`config.mk`:
```
export PLATFORM = sky130hd
export DESIGN_NAME = multi_key_debounce_flat
export DESIGN_NICKNAME = d
export VERILOG_FILES = /design/src/rtl/multi_key_debounce_if.sv /design/src/rtl/multi_key_debounce.sv /design/src/flat_wrapper.sv
export SDC_FILE = /design/constraint.sdc
export NUM_CORES = 1
export LEC_CHECK = 0
export ABC_AREA = 1
export CORE_MARGIN = 1
export CORE_UTILIZATION = 35
export CTS_BUF_LIST = sky130_fd_sc_hd__clkbuf_4
export CTS_CLUSTER_DIAMETER = 40
export DETAILED_ROUTE_END_ITERATION = 7
export PLACE_DENSITY = 0.51
export SLEW_MARGIN = 20
export SYNTH_ARGS = -nofsm -noshare
export SYNTH_HDL_FRONTEND = slang
export SYNTH_SLANG_ARGS = --single-unit
```
`constraint.sdc`:
```
create_clock -name clk -period 2.05 [get_ports clk]
set_clock_uncertainty 0.2 [all_clocks]
set_input_delay 0.205 -clock clk [delete_from_list [all_inputs] [get_ports clk]]
set_output_delay 0.205 -clock clk [all_outputs]
set_load 0.05 [all_outputs]
```
`src/rtl/multi_key_debounce_if.sv`:
```
// Key bus for multi_key_debounce: raw key levels in, debounced level and event pulses out.
interface multi_key_debounce_if #(
    parameter int KEY_NUM = 4
);
    logic [KEY_NUM-1:0] key_in;
    logic [KEY_NUM-1:0] key_state;
    logic [KEY_NUM-1:0] press_pulse;
    logic [KEY_NUM-1:0] release_pulse;
    logic [KEY_NUM-1:0] long_pulse;
    logic [KEY_NUM-1:0] repeat_pulse;

    modport master (
        output key_in,
        input  key_state, press_pulse, release_pulse, long_pulse, repeat_pulse
    );
    modport slave (
        input  key_in,
        output key_state, press_pulse, release_pulse, long_pulse, repeat_pulse
    );
endinterface

```
`src/rtl/multi_key_debounce.sv`:
```
// Per-key synchronizer, debounce FSM, long-press and (with KEY_REPEAT_EN defined) auto-repeat events.
// All outputs are registered; channels are fully independent.
module multi_key_debounce #(
    parameter int KEY_NUM    = 4,
    parameter int ACTIVE_LOW = 1,
    parameter int CNT_END    = 50_000,
    parameter int LONG_END   = 10_000_000,
    parameter int REPEAT_END = 2_500_000
) (
    input  logic                 clk,
    input  logic                 rst_n,
    multi_key_debounce_if.slave  keys
);
    localparam int HOLD_MAX = (LONG_END > REPEAT_END) ? LONG_END : REPEAT_END;
    localparam int DB_W     = $clog2(CNT_END + 1);
    localparam int HOLD_W   = $clog2(HOLD_MAX + 1);
    localparam logic [DB_W-1:0]   DB_LAST   = DB_W'(CNT_END - 1);
    localparam logic [HOLD_W-1:0] LONG_LAST = HOLD_W'(LONG_END - 1);
`ifdef KEY_REPEAT_EN
    localparam logic [HOLD_W-1:0] REP_LAST  = HOLD_W'(REPEAT_END - 1);
`endif
    localparam logic SYNC_IDLE = (ACTIVE_LOW != 0);

    typedef enum logic [2:0] {
        IDLE     = 3'd0,
        PRESS_DB = 3'd1,
        HELD     = 3'd2,
        LONG     = 3'd3,
        REL_DB   = 3'd4
    } state_t;

    function automatic logic [DB_W-1:0] db_inc(input logic [DB_W-1:0] v);
        return (v == {DB_W{1'b1}}) ? v : v + 1'b1;
    endfunction

    function automatic logic [HOLD_W-1:0] hold_inc(input logic [HOLD_W-1:0] v);
        return (v == {HOLD_W{1'b1}}) ? v : v + 1'b1;
    endfunction

    for (genvar i = 0; i < KEY_NUM; i++) begin : g_ch
        logic              sync_p0, sync_p1;
        logic              act;
        state_t            state_q, state_d;
        logic [DB_W-1:0]   db_q, db_d;
        logic [HOLD_W-1:0] hold_q, hold_d;
        logic              from_long_q, from_long_d;
        logic              level_q, level_d;
        logic              press_q, press_d;
        logic              rel_q, rel_d;
        logic              long_q, long_d;
`ifdef KEY_REPEAT_EN
        logic              rep_q, rep_d;
`endif

        // Synchronizer resets to the released level so a held key must re-debounce after reset.
        always_ff @(posedge clk or negedge rst_n) begin
            if (!rst_n) begin
                sync_p0 <= SYNC_IDLE;
                sync_p1 <= SYNC_IDLE;
            end else begin
                sync_p0 <= keys.key_in[i];
                sync_p1 <= sync_p0;
            end
        end

        assign act = sync_p1 ^ SYNC_IDLE;

        always_ff @(posedge clk or negedge rst_n) begin
            if (!rst_n) begin
                state_q     <= IDLE;
                db_q        <= '0;
                hold_q      <= '0;
                from_long_q <= 1'b0;
                level_q     <= 1'b0;
                press_q     <= 1'b0;
                rel_q       <= 1'b0;
                long_q      <= 1'b0;
`ifdef KEY_REPEAT_EN
                rep_q       <= 1'b0;
`endif
            end else begin
                state_q     <= state_d;
                db_q        <= db_d;
                hold_q      <= hold_d;
                from_long_q <= from_long_d;
                level_q     <= level_d;
                press_q     <= press_d;
                rel_q       <= rel_d;
                long_q      <= long_d;
`ifdef KEY_REPEAT_EN
                rep_q       <= rep_d;
`endif
            end
        end

        always_comb begin
            state_d = state_q;
            unique case (state_q)
                IDLE:     if (act) state_d = PRESS_DB;
                PRESS_DB: if (!act) state_d = IDLE;
                          else if (db_q == DB_LAST) state_d = HELD;
                HELD:     if (!act) state_d = REL_DB;
                          else if (hold_q == LONG_LAST) state_d = LONG;
                LONG:     if (!act) state_d = REL_DB;
                REL_DB:   if (act) state_d = from_long_q ? LONG : HELD;
                          else if (db_q == DB_LAST) state_d = IDLE;
                default:  state_d = IDLE;
            endcase
        end

        // The hold counter is left untouched in REL_DB so a bounce only pauses the hold time.
        always_comb begin
            db_d        = db_q;
            hold_d      = hold_q;
            from_long_d = from_long_q;
            level_d     = level_q;
            press_d     = 1'b0;
            rel_d       = 1'b0;
            long_d      = 1'b0;
`ifdef KEY_REPEAT_EN
            rep_d       = 1'b0;
`endif
            unique case (state_q)
                IDLE: db_d = '0;
                PRESS_DB: begin
                    if (act) begin
                        if (db_q == DB_LAST) begin
                            press_d = 1'b1;
                            level_d = 1'b1;
                            hold_d  = '0;
                        end else begin
                            db_d = db_inc(db_q);
                        end
                    end
                end
                HELD: begin
                    if (!act) begin
                        db_d        = '0;
                        from_long_d = 1'b0;
                    end else if (hold_q == LONG_LAST) begin
                        long_d = 1'b1;
                        hold_d = '0;
                    end else begin
                        hold_d = hold_inc(hold_q);
                    end
                end
                LONG: begin
                    if (!act) begin
                        db_d        = '0;
                        from_long_d = 1'b1;
                    end
`ifdef KEY_REPEAT_EN
                    else if (hold_q == REP_LAST) begin
                        rep_d  = 1'b1;
                        hold_d = '0;
                    end else begin
                        hold_d = hold_inc(hold_q);
                    end
`endif
                end
                REL_DB: begin
                    if (!act) begin
                        if (db_q == DB_LAST) begin
                            rel_d   = 1'b1;
                            level_d = 1'b0;
                        end else begin
                            db_d = db_inc(db_q);
                        end
                    end
                end
                default: ;
            endcase
        end

        assign keys.key_state[i]     = level_q;
        assign keys.press_pulse[i]   = press_q;
        assign keys.release_pulse[i] = rel_q;
        assign keys.long_pulse[i]    = long_q;
`ifdef KEY_REPEAT_EN
        assign keys.repeat_pulse[i]  = rep_q;
`else
        assign keys.repeat_pulse[i]  = 1'b0;
`endif
    end
endmodule

```
`src/flat_wrapper.sv`:
```
// flat-port wrapper written by rule: the top's interface ports become plain ports
module multi_key_debounce_flat 
#(
    parameter int KEY_NUM    = 4,
    parameter int ACTIVE_LOW = 1,
    parameter int CNT_END    = 50_000,
    parameter int LONG_END   = 10_000_000,
    parameter int REPEAT_END = 2_500_000
)
  (clk, rst_n, keys_key_in, keys_key_state, keys_press_pulse, keys_release_pulse, keys_long_pulse, keys_repeat_pulse);
  multi_key_debounce_if #(.KEY_NUM(KEY_NUM)) keys_i ();
  input  logic clk;
  input  logic rst_n;
  input wire logic [$bits(keys_i.key_in)-1:0] keys_key_in;
  output wire logic [$bits(keys_i.key_state)-1:0] keys_key_state;
  output wire logic [$bits(keys_i.press_pulse)-1:0] keys_press_pulse;
  output wire logic [$bits(keys_i.release_pulse)-1:0] keys_release_pulse;
  output wire logic [$bits(keys_i.long_pulse)-1:0] keys_long_pulse;
  output wire logic [$bits(keys_i.repeat_pulse)-1:0] keys_repeat_pulse;
  assign keys_i.key_in = keys_key_in;
  assign keys_key_state = keys_i.key_state;
  assign keys_press_pulse = keys_i.press_pulse;
  assign keys_release_pulse = keys_i.release_pulse;
  assign keys_long_pulse = keys_i.long_pulse;
  assign keys_repeat_pulse = keys_i.repeat_pulse;
  multi_key_debounce #(.KEY_NUM(KEY_NUM), .ACTIVE_LOW(ACTIVE_LOW), .CNT_END(CNT_END), .LONG_END(LONG_END), .REPEAT_END(REPEAT_END)) u_core (.clk(clk), .rst_n(rst_n), .keys(keys_i));
endmodule
```
[After elaboration in Yosys (flattened, before gate mapping)]
Cells that the tools add are included.
Cells by class
  add/subtract/negate cells: 8
  reductions and logical operators: 44
  mux-type cells: 152
  equality and inequality tests: 84
Operators by type and width (count)
  two-way mux 24 bit: 20
  two-way mux 16 bit: 20
  one-hot mux 16 bit (4 select lines): 4
  == test 24 bit (second input constant): 8
  one-hot mux 24 bit (2 select lines): 4
  == test 16 bit (second input constant): 8
  adder 24 x 1 -> 24 bit (second input constant): 4
  two-way mux 3 bit: 32
  adder 16 x 1 -> 16 bit (second input constant): 4
  two-way mux 1 bit: 60
  one-hot mux 3 bit (5 select lines): 4
  AND reduction 5 bit: 12
  inequality test 2 x 1 -> 1 bit (second input constant): 24
  == test 3 x 2 -> 1 bit (second input constant): 8
  inequality test 2 bit (second input constant): 12
  inequality test 3 x 1 -> 1 bit (second input constant): 8
  nonzero test 2 bit: 12
  one-hot mux 1 bit (2 select lines): 8
  AND reduction 4 bit: 4
  nonzero test 4 bit: 4
  == test 3 x 1 -> 1 bit (second input constant): 4
  == test 3 bit (second input constant): 4
  zero test 3 bit: 4
  inequality test 3 x 2 -> 1 bit (second input constant): 4
  other kinds (3): 12
Storage, ports and cells
  output and inout port bits: 20
  flip-flop bits (word level): 200
  logic and storage cells: 328
  input bits: 6

[Logic depth before layout (Yosys ltp)]
Gate-level depths: netlist of run 1.
  depth in word-level cells: 5
  mapped depth: 13

[Worst setup path before layout of run 1]
No wires, ideal clock.
  path kind: register to register
  start: register u_core.g_ch[0].hold_q[0]
  end: register u_core.g_ch[0].hold_q[16]
  period minus slack after synthesis: 1.910 ns
  stages on the path, launching flop included: 12
  data required time: 1.733 ns
  arrival: 1.593 ns
  buffers on the path: 1
  setup slack: 0.140 ns
  setup time: 0.117 ns
  cells stage by stage: dfrtp_1 ha_1 nand3_1 inv_2 nand2_1 nor2_1 nand3_1 nand2_1 nor2_4 buf_4 nand3_1 nand2_1
On the way
  longest elaborated chain between the ends: 5
RTL lines
  from (decl): line multi_key_debounce.sv:45  | logic [HOLD_W-1:0] hold_q, hold_d;
  from (signal assigned): line multi_key_debounce.sv:84  | hold_q <= hold_d;
  adder 24 x 1 -> 24 bit: line multi_key_debounce.sv:37  | return (v == {HOLD_W{1'b1}}) ? v : v + 1'b1;
  two-way mux 24 bit: line multi_key_debounce.sv:37
  two-way mux 24 bit: line multi_key_debounce.sv:140  | end else if (hold_q == LONG_LAST) begin
  two-way mux 24 bit: line multi_key_debounce.sv:137  | if (!act) begin
  one-hot mux 24 bit (2 select lines): line multi_key_debounce.sv:123  | unique case (state_q)
Several ways; a longest one is shown, not always the timed one. The select of a mux whose other input is x is not followed.
A chain may end at the register's enable or synchronous reset.

[Worst setup path after layout of run 1]
  start: register u_core.g_ch[3].hold_q[1]
  end: register u_core.g_ch[3].hold_q[19]
On the way
  longest elaborated chain between the ends: 5
RTL lines (line)
  from (decl): multi_key_debounce.sv:45
  from (signal assigned): multi_key_debounce.sv:84
  adder 24 x 1 -> 24 bit: multi_key_debounce.sv:37
  two-way mux 24 bit: multi_key_debounce.sv:37
  two-way mux 24 bit: multi_key_debounce.sv:140
  two-way mux 24 bit: multi_key_debounce.sv:137
  one-hot mux 24 bit (2 select lines): multi_key_debounce.sv:123
Several ways; a longest one is shown, not always the timed one. The select of a mux whose other input is x is not followed.

==> results.yml, run 1 <==
sta:
  relSlewSlack: 0.632
  fmax_ghz: 0.481
  finalSetupViolCount: 17
  grt_setup_unrepaired: "yes"
  layout_setup_ws_ns: -0.0308
  fin_crit_ns: 2.08
  worst_slew_pin_slew_ns: 0.554
  drv_slew: 0
  min_period_over_period: 1.02
  timing.final.hold_violations: 0
power_and_ir_drop:
  peakVddDrop_uv: 416
  p_seq_frac: 0.348
  power.internal_mw: 7.69
  p_leak_nw: 7.23
  pwr-share-comb: 0.444
  clockPowerShare: 0.208
  switching_share: 0.393
  power_mw: 12.7
  p_sw_mw: 4.97
  p_per_area_nw_per_um2: 779
global_route:
  overflow: 0
  grt_pass1_vias: 11800
  grt_pass1_wl_um: 57000
  grt_max_degree: 50
  track_usage: 0.180
  antenna_found_initial: 1
route:
  drc: 0
  antenna_left: 0
  dr.first_iter.drc_count: 762
  vias: 12600
  vias_per_cell: 4.86
  drtPass1Iterations: 5
  wl_um: 35000
  wl_per_cell_um: 13.4
synth:
  yosys.area_share.adder: 0.00768
  synthArstFlopShare: 1.00
  muxShareOfSynthArea: 0
  synth-warning-count: 0
  yosysSeqAreaShare: 0.385
  synthSimpleGateAreaFrac: 0.404
  synth_top_family_by_area: "simple AND/OR/NAND/NOR gates"
  synth-xor-area-share: 0.0585
  postSynthAreaPerCell_sq_um: 6.77
  synth-main-ff-cell: "dfrtp_1"
  synth-compound-area-share: 0.0636
  netlist_area_sq_um: 13000
  synthCells: 1924
  ys_ff_latch: 200
  synth_edf_count: 0
  synth_cell_type_count: 46
critical_path:
  slowest_delay_ns: 0.42
  worstSetupPathType: "flip-flop to flip-flop"
  worst-path-buf-inv: 3
  critPathTopFamily: "simple AND/OR/NAND/NOR gates"
  worst-path-max-fanout: 7
  crit_required_ns: 2.41
  crit_path_top_delay_cell: "dfrtp_1"
  path_common_cell: "nand2_4"
  crit_path_cell_trace: "ha_4 > nand2_4 > nor2_4 > nand2_2 > inv_2 > nand2_4 > nor2_4 > nand2_4 > o21ai_4 > buf_12 > clkbuf_16 > nand2_2 > o21ai_1"
  crit_path_end_kind: "flip-flop"
  critPathArrivalTime_ns: 2.44
  worstSetupStartpointType: "flip-flop"
place:
  port_buffers: 21
  placed_cell_area_sq_um: 14700
  routabilityCongestion: 0.873
  pre_cts_slack_ns: -0.195
  place_hpwl_um: 24300
min_path:
  min_path_type: "flip-flop to flip-flop"
layout:
  top_regs: "u_core.g_ch.hold_q (96), u_core.g_ch.db_q (64), u_core.g_ch.state_q (12)"
  area_growth_pct: 24.7
  drive_gt1_frac: 0.204
  largest_reg_flops: 96
  layout.nets: 2135
  regMostFlops: "u_core.g_ch.hold_q"
  final_cell_area_sq_um: 16200
cts:
  root_buffer: "clkbuf_4"
  cts_buffers: 17
  cts_tree: "built"
  clk_path_buf_depth: 2
  clk_latency_ns: 0.63
  numClockSinks: 200
  clk_pin_slew_ns: 0.16
  h-tree-depth: 4
die:
  die_height_um: 195
  rows: 70
  die_area_sq_um: 38000
  die_w_um: 195
  ios: 26
  core_area_sq_um: 36600
  initial_core_util: 0.356
run_status:
  violations: "setup timing"
  status: "finished with violations"
run:
  maxCapViolations: 0
-- placed cells by master (no fill, tap or decap), drive strengths merged, types with 3 or more instances in the layout --
| cell | Yosys | layout |
|---|---|---|
| xor2 | 69 | 69 |
| bufinv | 0 | 6 |
| or2 | 14 | 14 |
| dlygate4sd2 | 0 | 14 |
| buf | 52 | 200 |
| ha | 8 | 8 |
| nor3 | 30 | 30 |
| inv | 171 | 171 |
| clkdlybuf4s50 | 0 | 4 |
| o22ai | 3 | 3 |
| nand3 | 175 | 175 |
| dfrtp | 192 | 192 |
| nand2 | 656 | 657 |
| o21bai | 3 | 3 |
| clkinvlp | 0 | 3 |
| o21ai | 118 | 118 |
| nand3b | 3 | 3 |
| xnor2 | 18 | 18 |
| conb | 1 | 4 |
| dfstp | 8 | 8 |
| clkinv | 4 | 8 |
| clkbuf | 6 | 24 |
| a21oi | 16 | 16 |
| dlygate4sd3 | 0 | 6 |
| nor2 | 300 | 300 |
| nand4 | 63 | 63 |
-- path summary, 6_finish.rpt --
| kind | slack (ns) | startpoint | cells past startpoint | end |
|---|---|---|---|---|
| worst max-delay path | -0.03 | u_core.g_ch[3].hold_q[1] | 13 | u_core.g_ch[3].hold_q[19] |
| worst min-delay path | 0.17 | u_core.g_ch[2].sync_p0 | 0 | u_core.g_ch[2].sync_p1 |
| worst max register to register | -0.03 | u_core.g_ch[3].hold_q[1] | 13 | u_core.g_ch[3].hold_q[19] |
| worst min register to register | 0.17 | u_core.g_ch[2].sync_p0 | 0 | u_core.g_ch[2].sync_p1 |
| max in group asynchronous | 0.59 | rst_n | 4 | u_core.g_ch[1].sync_p0 |
| min in group asynchronous | 0.42 | rst_n | 3 | u_core.g_ch[0].db_q[6] |
-- per-layer routing --
| metal | global-route usage | wire length (um) | vias to the layer above |
|---|---|---|---|
| li1 | - | - | 6510 |
| met1 | 0.244 | 16800 | 5933 |
| met2 | 0.301 | 16800 | 167 |
| met3 | 0.0281 | 958 | 25 |
| met4 | 0.0388 | 394 | 0 |
| met5 | 0 | 0 | - |
-- layout make-up --
| type | instances | area, sq um |
|---|---|---|
| clock inverters | 13 | 228 |
| flip-flops and latches | 200 | 5030 |
| diodes | 1 | 2.50 |
| well taps | 468 | 586 |
| repair buffers | 232 | 2110 |
| multi-input cells | 1495 | 7480 |
| clock buffers | 18 | 135 |
| inverters | 175 | 667 |
| fillers | 3771 | 20400 |
-- cells in the mapped netlist (2+ instances only) --
cell type | n | area (sq um)
a21oi_1 | 14 | 70.1
a21oi_4 | 2 | 32.5
buf_2 | 17 | 85.1
buf_4 | 29 | 218
buf_6 | 6 | 67.6
clkbuf_1 | 6 | 22.5
clkinv_1 | 3 | 11.3
dfrtp_1 | 192 | 4800
dfstp_2 | 8 | 210
ha_1 | 8 | 100
inv_1 | 157 | 589
inv_2 | 14 | 52.6
nand2_1 | 643 | 2410
nand2_2 | 12 | 75.1
nand3_1 | 172 | 861
nand3_2 | 3 | 30.0
nand3b_1 | 3 | 22.5
nand4_1 | 62 | 388
nor2_1 | 288 | 1080
nor2_2 | 8 | 50.1
nor2_4 | 4 | 45.0
nor3_1 | 29 | 145
nor4_1 | 2 | 12.5
o211ai_1 | 2 | 15.0
o21a_1 | 2 | 15.0
o21ai_0 | 72 | 360
o21ai_1 | 44 | 220
o21bai_1 | 3 | 22.5
o22ai_1 | 3 | 18.8
o31ai_1 | 2 | 15.0
or2_2 | 14 | 87.6
xnor2_1 | 18 | 158
xor2_1 | 69 | 604
-- power by group through the flow --
| stage | clock, mW | sequential, mW | combinational (mW) |
|---|---|---|---|
| final | 2.63 | 4.40 | 5.62 |
| after global routing | 2.88 | 4.44 | 6.16 |
| after CTS | 2.76 | 4.39 | 4.40 |
| after detailed placement | 0 | 4.46 | 4.30 |
| after global placement | 0 | 4.45 | 4.28 |
| after floorplan | 0 | 4.46 | 2.68 |
-- kinds of logic after synthesis --
logic type	count (synthesis)
AOI/OAI and AO/OA	150
xor gates and xnor gates	87
adders and majority gates	8
buffers and inverters	233
DFF	200
other	1
and+or+nand+nor	1245
-- timing repair --
action | CTS | global route
endpoints found under the setup margin | 86 | 171
pin swaps | 1 | 36
setup buffers | 2 | 37
hold buffers | 6 | 0
cloned | 0 | 13
endpoints found under the hold margin | 204 | 0
resized for setup | 25 | 175
-- metrics by stage --
| stage | utilization | TNS, ns | std cells | hold WS [ns] |
|---|---|---|---|---|
| 2_1_floorplan | - | 0 | 1927 | -0.291 |
| 3_3_place_gp | 0.403 | -3.43 | 2512 | -0.0541 |
| 3_5_place_dp | 0.403 | -4.95 | 2512 | -0.0504 |
| 4_1_cts | 0.415 | 0 | 2551 | 0.167 |
| 5_1_grt | 0.444 | -4.97 | 2602 | 0.175 |
| 6_report | 0.444 | -0.260 | 2602 | 0.166 |
No activity file was read; power rests on OpenSTA's default activity.
==> run 2: changes to the inputs <==
- CTS_CLUSTER_SIZE: not set -> 24
==> results of run 2 <==
No change in the layout: final DEF, timing and power equal those of run 1.
